**src/rtl/resource_arbiter_if.sv**
```systemverilog
// resource_arbiter_if: bundles the requester-facing and resource-facing signals of
// resource_arbiter.
//   Requester side : req_valid/req_address/req_id in, req_ready out (one-hot accept),
//                    rsp_valid (one-hot pulse), rsp_data, rsp_id, rsp_error out.
//   Resource side  : res_in_address/res_in_id/res_in_valid out,
//                    res_out_data/res_out_id/res_out_valid/res_out_ready in.
//   Status         : busy, grant_idx out.
// Modports: slave = arbiter view, master = environment (requesters + resource) view.
interface resource_arbiter_if #(
  parameter int unsigned NUM_REQ       = 4,
  parameter int unsigned ADDRESS_WIDTH = 8,
  parameter int unsigned ID_WIDTH      = 4,
  parameter int unsigned DATA_WIDTH    = 16
);
  localparam int unsigned GRANT_WIDTH = (NUM_REQ > 1) ? $clog2(NUM_REQ) : 1;

  // Requester side, flattened: slice i belongs to requester i
  logic [NUM_REQ-1:0]               req_valid;
  logic [NUM_REQ*ADDRESS_WIDTH-1:0] req_address;
  logic [NUM_REQ*ID_WIDTH-1:0]      req_id;
  logic [NUM_REQ-1:0]               req_ready;
  logic [NUM_REQ-1:0]               rsp_valid;
  logic [DATA_WIDTH-1:0]            rsp_data;
  logic [ID_WIDTH-1:0]              rsp_id;
  logic                             rsp_error;

  // Resource side
  logic [ADDRESS_WIDTH-1:0]         res_in_address;
  logic [ID_WIDTH-1:0]              res_in_id;
  logic                             res_in_valid;
  logic [DATA_WIDTH-1:0]            res_out_data;
  logic [ID_WIDTH-1:0]              res_out_id;
  logic                             res_out_valid;
  logic                             res_out_ready;

  // Status
  logic                             busy;
  logic [GRANT_WIDTH-1:0]           grant_idx;

  modport slave (
    input  req_valid, req_address, req_id,
    input  res_out_data, res_out_id, res_out_valid, res_out_ready,
    output req_ready, rsp_valid, rsp_data, rsp_id, rsp_error,
    output res_in_address, res_in_id, res_in_valid,
    output busy, grant_idx
  );

  modport master (
    output req_valid, req_address, req_id,
    output res_out_data, res_out_id, res_out_valid, res_out_ready,
    input  req_ready, rsp_valid, rsp_data, rsp_id, rsp_error,
    input  res_in_address, res_in_id, res_in_valid,
    input  busy, grant_idx
  );
endinterface

```
**src/rtl/resource_arbiter.sv**
```systemverilog
// resource_arbiter: shares one resource among NUM_REQ requesters with round-robin
// arbitration and a single transaction in flight.
//   clk     : rising-edge clock
//   reset_n : asynchronous active-low reset (also resets the resource)
//   bus     : resource_arbiter_if.slave (requester handshake, resource handshake, status)
// The issued request carries the requester index as its ID; the matching response is
// steered back to that requester with the requester's own tag restored. A watchdog
// produces an error response if the resource stays silent for TIMEOUT WAIT cycles.
module resource_arbiter #(
  parameter int unsigned NUM_REQ       = 4,
  parameter int unsigned TIMEOUT       = 64,
  parameter int unsigned TIMEOUT_WIDTH = 7,
  parameter int unsigned ADDRESS_WIDTH = 8,
  parameter int unsigned ID_WIDTH      = 4,
  parameter int unsigned DATA_WIDTH    = 16
) (
  input logic               clk,
  input logic               reset_n,
  resource_arbiter_if.slave bus
);

  localparam int unsigned GRANT_WIDTH = (NUM_REQ > 1) ? $clog2(NUM_REQ) : 1;

  typedef enum logic [1:0] {
    StIdle,
    StIssue,
    StWait,
    StRespond
  } state_e;

  state_e                   state_q, state_d;
  logic [GRANT_WIDTH-1:0]   rr_ptr_q, rr_ptr_d;
  logic [GRANT_WIDTH-1:0]   grant_q, grant_d;
  logic [TIMEOUT_WIDTH-1:0] wd_q, wd_d;
  logic [ID_WIDTH-1:0]      tag_q, tag_d;

  // Registered outputs
  logic [NUM_REQ-1:0]       rsp_valid_q, rsp_valid_d;
  logic [DATA_WIDTH-1:0]    rsp_data_q, rsp_data_d;
  logic [ID_WIDTH-1:0]      rsp_id_q, rsp_id_d;
  logic                     rsp_error_q, rsp_error_d;
  logic                     res_in_valid_q, res_in_valid_d;
  logic [ADDRESS_WIDTH-1:0] res_in_address_q, res_in_address_d;
  logic [ID_WIDTH-1:0]      res_in_id_q, res_in_id_d;
  logic                     busy_q, busy_d;

  // Round-robin winner
  logic [NUM_REQ-1:0]       winner;
  logic [GRANT_WIDTH-1:0]   win_idx;
  logic                     win_found;
  logic [GRANT_WIDTH-1:0]   win_next_ptr;
  logic [NUM_REQ-1:0]       req_ready;
  logic                     transfer;
  logic                     rsp_match;
  logic                     wd_expired;

  // First valid request scanning upward from rr_ptr, wrapping modulo NUM_REQ.
  always_comb begin
    int unsigned idx;
    idx       = 0;
    winner    = '0;
    win_idx   = '0;
    win_found = 1'b0;
    for (int unsigned off = 0; off < NUM_REQ; off++) begin
      idx = 32'(rr_ptr_q) + off;
      if (idx >= NUM_REQ) begin
        idx = idx - NUM_REQ;
      end
      if (!win_found && bus.req_valid[GRANT_WIDTH'(idx)]) begin
        win_found = 1'b1;
        win_idx   = GRANT_WIDTH'(idx);
      end
    end
    winner[win_idx] = win_found;
  end

  assign win_next_ptr = (win_idx == GRANT_WIDTH'(NUM_REQ - 1)) ? '0 : win_idx + 1'b1;

  // Only combinational output; gated by reset_n so it reads 0 while reset is held.
  assign req_ready = (reset_n && state_q == StIdle && bus.res_out_ready) ? winner : '0;
  assign transfer  = |(bus.req_valid & req_ready);

  // Responses with another requester's index are stale or foreign; ignore them.
  assign rsp_match  = bus.res_out_valid && (bus.res_out_id == ID_WIDTH'(grant_q));
  assign wd_expired = (wd_q == TIMEOUT_WIDTH'(TIMEOUT - 1));

  always_comb begin
    state_d          = state_q;
    rr_ptr_d         = rr_ptr_q;
    grant_d          = grant_q;
    wd_d             = wd_q;
    tag_d            = tag_q;
    rsp_valid_d      = '0;
    rsp_data_d       = rsp_data_q;
    rsp_id_d         = rsp_id_q;
    rsp_error_d      = rsp_error_q;
    res_in_valid_d   = 1'b0;
    res_in_address_d = res_in_address_q;
    res_in_id_d      = res_in_id_q;

    unique case (state_q)
      StIdle: begin
        if (transfer) begin
          state_d          = StIssue;
          grant_d          = win_idx;
          rr_ptr_d         = win_next_ptr;
          tag_d            = bus.req_id[32'(win_idx)*ID_WIDTH +: ID_WIDTH];
          // Issue outputs are registered here so they appear in the ISSUE cycle.
          res_in_valid_d   = 1'b1;
          res_in_address_d = bus.req_address[32'(win_idx)*ADDRESS_WIDTH +: ADDRESS_WIDTH];
          res_in_id_d      = ID_WIDTH'(win_idx);
        end
      end
      StIssue: begin
        state_d = StWait;
        wd_d    = '0;
      end
      StWait: begin
        wd_d = wd_q + 1'b1;
        // A match wins over a simultaneous watchdog expiry.
        if (rsp_match) begin
          state_d              = StRespond;
          rsp_valid_d[grant_q] = 1'b1;
          rsp_data_d           = bus.res_out_data;
          rsp_id_d             = tag_q;
          rsp_error_d          = 1'b0;
        end else if (wd_expired) begin
          state_d              = StRespond;
          rsp_valid_d[grant_q] = 1'b1;
          rsp_data_d           = '0;
          rsp_id_d             = tag_q;
          rsp_error_d          = 1'b1;
        end
      end
      StRespond: begin
        state_d = StIdle;
      end
      default: begin
        state_d = StIdle;
      end
    endcase

    busy_d = (state_d != StIdle);
  end

  always_ff @(posedge clk or negedge reset_n) begin
    if (!reset_n) begin
      state_q          <= StIdle;
      rr_ptr_q         <= '0;
      grant_q          <= '0;
      wd_q             <= '0;
      tag_q            <= '0;
      rsp_valid_q      <= '0;
      rsp_data_q       <= '0;
      rsp_id_q         <= '0;
      rsp_error_q      <= 1'b0;
      res_in_valid_q   <= 1'b0;
      res_in_address_q <= '0;
      res_in_id_q      <= '0;
      busy_q           <= 1'b0;
    end else begin
      state_q          <= state_d;
      rr_ptr_q         <= rr_ptr_d;
      grant_q          <= grant_d;
      wd_q             <= wd_d;
      tag_q            <= tag_d;
      rsp_valid_q      <= rsp_valid_d;
      rsp_data_q       <= rsp_data_d;
      rsp_id_q         <= rsp_id_d;
      rsp_error_q      <= rsp_error_d;
      res_in_valid_q   <= res_in_valid_d;
      res_in_address_q <= res_in_address_d;
      res_in_id_q      <= res_in_id_d;
      busy_q           <= busy_d;
    end
  end

  assign bus.req_ready      = req_ready;
  assign bus.rsp_valid      = rsp_valid_q;
  assign bus.rsp_data       = rsp_data_q;
  assign bus.rsp_id         = rsp_id_q;
  assign bus.rsp_error      = rsp_error_q;
  assign bus.res_in_valid   = res_in_valid_q;
  assign bus.res_in_address = res_in_address_q;
  assign bus.res_in_id      = res_in_id_q;
  assign bus.busy           = busy_q;
  assign bus.grant_idx      = grant_q;

  a_req_ready_onehot: assert property (@(posedge clk) disable iff (!reset_n)
    $onehot0(req_ready));
  a_rsp_valid_onehot: assert property (@(posedge clk) disable iff (!reset_n)
    $onehot0(rsp_valid_q));
  a_issue_busy: assert property (@(posedge clk) disable iff (!reset_n)
    res_in_valid_q |-> busy_q);

endmodule

```
**src/flat_wrapper.sv**
```systemverilog
// flat-port wrapper written by rule: the top's interface ports become plain ports
module resource_arbiter_flat 
#(
  parameter int unsigned NUM_REQ       = 4,
  parameter int unsigned TIMEOUT       = 64,
  parameter int unsigned TIMEOUT_WIDTH = 7,
  parameter int unsigned ADDRESS_WIDTH = 8,
  parameter int unsigned ID_WIDTH      = 4,
  parameter int unsigned DATA_WIDTH    = 16
)
  (clk, reset_n, bus_req_valid, bus_req_address, bus_req_id, bus_res_out_data, bus_res_out_id, bus_res_out_valid, bus_res_out_ready, bus_req_ready, bus_rsp_valid, bus_rsp_data, bus_rsp_id, bus_rsp_error, bus_res_in_address, bus_res_in_id, bus_res_in_valid, bus_busy, bus_grant_idx);
  resource_arbiter_if #(.NUM_REQ(NUM_REQ), .ADDRESS_WIDTH(ADDRESS_WIDTH), .ID_WIDTH(ID_WIDTH), .DATA_WIDTH(DATA_WIDTH)) bus_i ();
  input logic clk;
  input logic reset_n;
  input wire logic [$bits(bus_i.req_valid)-1:0] bus_req_valid;
  input wire logic [$bits(bus_i.req_address)-1:0] bus_req_address;
  input wire logic [$bits(bus_i.req_id)-1:0] bus_req_id;
  input wire logic [$bits(bus_i.res_out_data)-1:0] bus_res_out_data;
  input wire logic [$bits(bus_i.res_out_id)-1:0] bus_res_out_id;
  input wire logic [$bits(bus_i.res_out_valid)-1:0] bus_res_out_valid;
  input wire logic [$bits(bus_i.res_out_ready)-1:0] bus_res_out_ready;
  output wire logic [$bits(bus_i.req_ready)-1:0] bus_req_ready;
  output wire logic [$bits(bus_i.rsp_valid)-1:0] bus_rsp_valid;
  output wire logic [$bits(bus_i.rsp_data)-1:0] bus_rsp_data;
  output wire logic [$bits(bus_i.rsp_id)-1:0] bus_rsp_id;
  output wire logic [$bits(bus_i.rsp_error)-1:0] bus_rsp_error;
  output wire logic [$bits(bus_i.res_in_address)-1:0] bus_res_in_address;
  output wire logic [$bits(bus_i.res_in_id)-1:0] bus_res_in_id;
  output wire logic [$bits(bus_i.res_in_valid)-1:0] bus_res_in_valid;
  output wire logic [$bits(bus_i.busy)-1:0] bus_busy;
  output wire logic [$bits(bus_i.grant_idx)-1:0] bus_grant_idx;
  assign bus_i.req_valid = bus_req_valid;
  assign bus_i.req_address = bus_req_address;
  assign bus_i.req_id = bus_req_id;
  assign bus_i.res_out_data = bus_res_out_data;
  assign bus_i.res_out_id = bus_res_out_id;
  assign bus_i.res_out_valid = bus_res_out_valid;
  assign bus_i.res_out_ready = bus_res_out_ready;
  assign bus_req_ready = bus_i.req_ready;
  assign bus_rsp_valid = bus_i.rsp_valid;
  assign bus_rsp_data = bus_i.rsp_data;
  assign bus_rsp_id = bus_i.rsp_id;
  assign bus_rsp_error = bus_i.rsp_error;
  assign bus_res_in_address = bus_i.res_in_address;
  assign bus_res_in_id = bus_i.res_in_id;
  assign bus_res_in_valid = bus_i.res_in_valid;
  assign bus_busy = bus_i.busy;
  assign bus_grant_idx = bus_i.grant_idx;
  resource_arbiter #(.NUM_REQ(NUM_REQ), .TIMEOUT(TIMEOUT), .TIMEOUT_WIDTH(TIMEOUT_WIDTH), .ADDRESS_WIDTH(ADDRESS_WIDTH), .ID_WIDTH(ID_WIDTH), .DATA_WIDTH(DATA_WIDTH)) u_core (.clk(clk), .reset_n(reset_n), .bus(bus_i));
endmodule
```
**config.mk**
```make
export PLATFORM = sky130hd
export DESIGN_NAME = resource_arbiter_flat
export DESIGN_NICKNAME = d
export VERILOG_FILES = /design/src/rtl/resource_arbiter_if.sv /design/src/rtl/resource_arbiter.sv /design/src/flat_wrapper.sv
export SDC_FILE = /design/constraint.sdc
export NUM_CORES = 1
export LEC_CHECK = 0
export ABC_AREA = 1
export CAP_MARGIN = 20
export CORE_ASPECT_RATIO = 0.8
export CORE_MARGIN = 2
export CORE_UTILIZATION = 40
export DETAILED_ROUTE_END_ITERATION = 8
export GPL_ROUTABILITY_DRIVEN = 0
export PLACE_DENSITY = 0.79
export SLEW_MARGIN = 10
export SYNTH_ARGS = -nofsm -noshare
export SYNTH_HDL_FRONTEND = slang
export SYNTH_SLANG_ARGS = --single-unit
```
**constraint.sdc**
```tcl
create_clock -name clk -period 2.49 [get_ports clk]
set_input_delay 0.6225 -clock clk [delete_from_list [all_inputs] [get_ports clk]]
set_output_delay 0.6225 -clock clk [all_outputs]
set_load 0.02 [all_outputs]
```
==> results.yml <==
critical_path:
  cp-end-kind: "output port"
  rrSetupSlack_ns: 0.25
  cp_data_arrival_time_ns: 2.11
  crit_path_frequent_cell: "nand2_2"
  path_class: "flop to output port"
  critPathMaxStageDelay_ns: 0.51
  cpMaxStageDelayCell: "dfrtp_2"
  rr_endpoint: "u_core.bus.res_in_address[2]$_DFFE_PN0P_"
  crit_path_start_kind: "flop"
  crit_required_ns: 1.87
  reg2reg_from: "u_core.rr_ptr_q[0]$_DFFE_PN0P_"
  path_max_fanout: 6
  ff2ff_path_depth: 15
  path_cells: "buf_6 -> nand2_2 -> nand2_2 -> nand2_2 -> nand2_2 -> nand2_2 -> nand2_2 -> nand2_4 -> nand2_4 -> nor2_4 -> ha_4 -> inv_2 -> nor2_4 -> buf_6"
  crit_start: "u_core.rr_ptr_q[0]$_DFFE_PN0P_"
finish:
  drive_above_1_share: 0.169
  final_cell_mix: "146 x nand2_1, 109 x clkdlybuf4s50_1, 60 x inv_1, 50 x dfrtp_1, 40 x nand4_1"
  fin_nets: 660
  antenna_cells: 0
  finalNonFillerCells: 689
  final_common_cell: "nand2_1"
  area_growth_syn_to_layout_pct: 51.6
detailed_routing:
  first_pass_iters: 4
  first_iter_violations: 154
  m1WireLength_mm: 4.17
  vias: 3408
  drc: 0
  antenna_left: 0
  wirelength_mm: 9.43
  viasPerCell: 4.95
  wl_met3_um: 376
  maxUsedRoutingLayer: "met4"
  met2RoutedLength_mm: 4.82
  wl_per_cell_um: 13.7
yosys:
  synth_area_leaders: "dfrtp_1 41%, nand2_1 19%, nand4_1 7.9%, inv_1 7.7%, nand3_1 4.1%"
  yosys_warnings: 0
  synth_area_per_cell_um2: 7.11
  netlist_area_um2: 3170
  synth_top_area_frac: 0.411
  yosys.area.top_type: "dfrtp_1"
  ys_ff_latch: 52
  synth.distinct_cells: 29
  synth_cells: 446
  yosysSeqAreaShare: 0.411
global_route:
  first_global_vias: 3363
  track_usage: 0.215
  grt_first_pass_wirelength_mm: 15.4
  gr-total-overflow: 0
  antenna_found_initial: 0
  grt_max_degree: 53
power:
  p_total_mw: 5.50
  power_density_nw_per_um2: 1150
  ir_worst_vdd_uv: 506
  total_leakage_power_nw: 2.53
outcome:
  violations: "negative setup slack"
  status: "finished with violations"
floorplanning:
  initial_core_util: 0.406
  die_w_um: 104
  fp.dieH_um: 83.6
  core_area_um2: 7800
  rows: 29
  io_pins: 121
  dieArea_um2: 8660
clocking:
  clockRootBuffer: "clkbuf_8"
  path_clk_slew_ns: 0.11
  cts_buffer_depth: 2
  cts_tree: "yes"
  clk_latency_ns: 0.32
  numCtsBuffers: 5
  htreeDepth: 2
  clock-sinks: 52
timing:
  clock_skew_ns: 0.0151
  slew_violations: 0
  setup_viol: 4
  finalCriticalPeriod_ns: 2.74
  fin_ws_ns: -0.247
  timing.final.hold_violations: 0
  slew_headroom: 0.569
  worst_pin_slew_ns: 0.647
  grt_setup_unrepaired: "true"
  max_clock_freq_mhz: 365
  period_share: 1.10
run:
  max-cap-violations: 0
placement:
  placed_cells: 676
  port_buffers: 118
  dp_hpwl_mm: 6.91
worst_hold_path:
  hold_class: "input pin to async pin"
==> registers in the layout (all words and copies together), names as in the netlist, 2 cells and up <==
name                       count
u_core.tag_q                   4
u_core.bus.rsp_valid           4
u_core.bus.res_in_address      8
u_core.bus.grant_idx           2
u_core.bus.rsp_id              4
u_core.rr_ptr_q                2
u_core.wd_q                    7
u_core.state_q                 2
u_core.bus.rsp_data           16
==> power breakdown <==
group / internal [mW] / leakage (nW) / total (mW) / switching [mW]
logic: 1.51 / 1.81 / 3.64 / 2.13
registers: 1.13 / 0.674 / 1.35 / 0.224
clock network: 0.207 / 0.0463 / 0.509 / 0.302
total: 2.84 / 2.53 / 5.50 / 2.66
==> cell usage after synthesis, drive strengths merged <==
cell type  number
xor2            2
ha              4
o21a            1
and2            1
nand3          31
nand4          40
nor2           13
inv            73
nand2         168
o22ai           1
a21boi          1
a31oi           1
conb            1
o21ai          20
nor3b           2
a21oi           5
clkbuf         10
nor3            7
buf            13
dfrtp          52
==> final cells by class <==
class,instances,area (µm²)
clock buffers,5,68.8
repair inverters,1,6.26
fillers,710,3000
multi-input cells,299,1580
repair buffers,148,1410
clock inverters,3,27.5
well taps,108,135
flip-flops and latches,52,1300
inverters,73,279
==> per-layer routing <==
layer / vias to the layer above / global-route usage
li1: 1674 / -
met3: 7 / 0.0367
met4: 0 / 0.0430
met2: 96 / 0.380
met5: - / 0
met1: 1631 / 0.279
==> how the worst max path moves through the flow <==
stage                     cells after the start  slack (ns)               end
after floorplan                              11        0.02  bus_req_ready[3]
after global placement                       15       -0.89  bus_req_ready[3]
after detailed placement                     15       -0.92  bus_req_ready[3]
after CTS                                    14       -0.19  bus_req_ready[3]
after global routing                         14       -0.36  bus_req_ready[3]
final                                        14       -0.25  bus_req_ready[3]
==> logic make-up after synthesis <==
kind of cell,after synthesis,synth area share
adder cells (fa/ha/maj),4,0.0158
other,1,0.00118
buffers and inverters,96,0.126
XOR/XNOR,2,0.00553
AND/OR/NAND/NOR,262,0.393
AO/OA/AOI/OAI,29,0.0482
flip-flops,52,0.411
==> through the flow <==
step | setup TNS (ns) | setup slack [ns] | hold WS [ns] | utilization | area [µm²]
after floorplan | 0 | 0.0201 | 0.327 | - | 3180
after global placement | -7.03 | -0.885 | 0.458 | 0.585 | 4560
after detailed placement | -8.16 | -0.922 | 0.459 | 0.585 | 4560
after CTS | -0.578 | -0.190 | 0.472 | 0.604 | 4710
after global routing | -1.28 | -0.364 | 0.502 | 0.616 | 4800
final | -0.836 | -0.247 | 0.440 | 0.616 | 4800
==> timing repair <==
| item | in CTS | in global routing |
|---|---|---|
| endpoints found under the setup margin | 4 | 4 |
| setup buffers | 1 | 3 |
| endpoints found under the hold margin | 0 | 0 |
| hold buffers | 0 | 0 |
| gates cloned | 0 | 1 |
| pin swaps | 4 | 12 |
| gates resized for setup | 46 | 23 |
==> critical path, delay by kind of cell (launching register included) <==
| kind | cells | cell delay [ns] |
|---|---|---|
| and+or+nand+nor | 10 | 0.82 |
| DFF | 1 | 0.51 |
| buffers and inverters | 3 | 0.34 |
| adders and majority gates | 1 | 0.14 |
(Power assumes the default switching activity.)
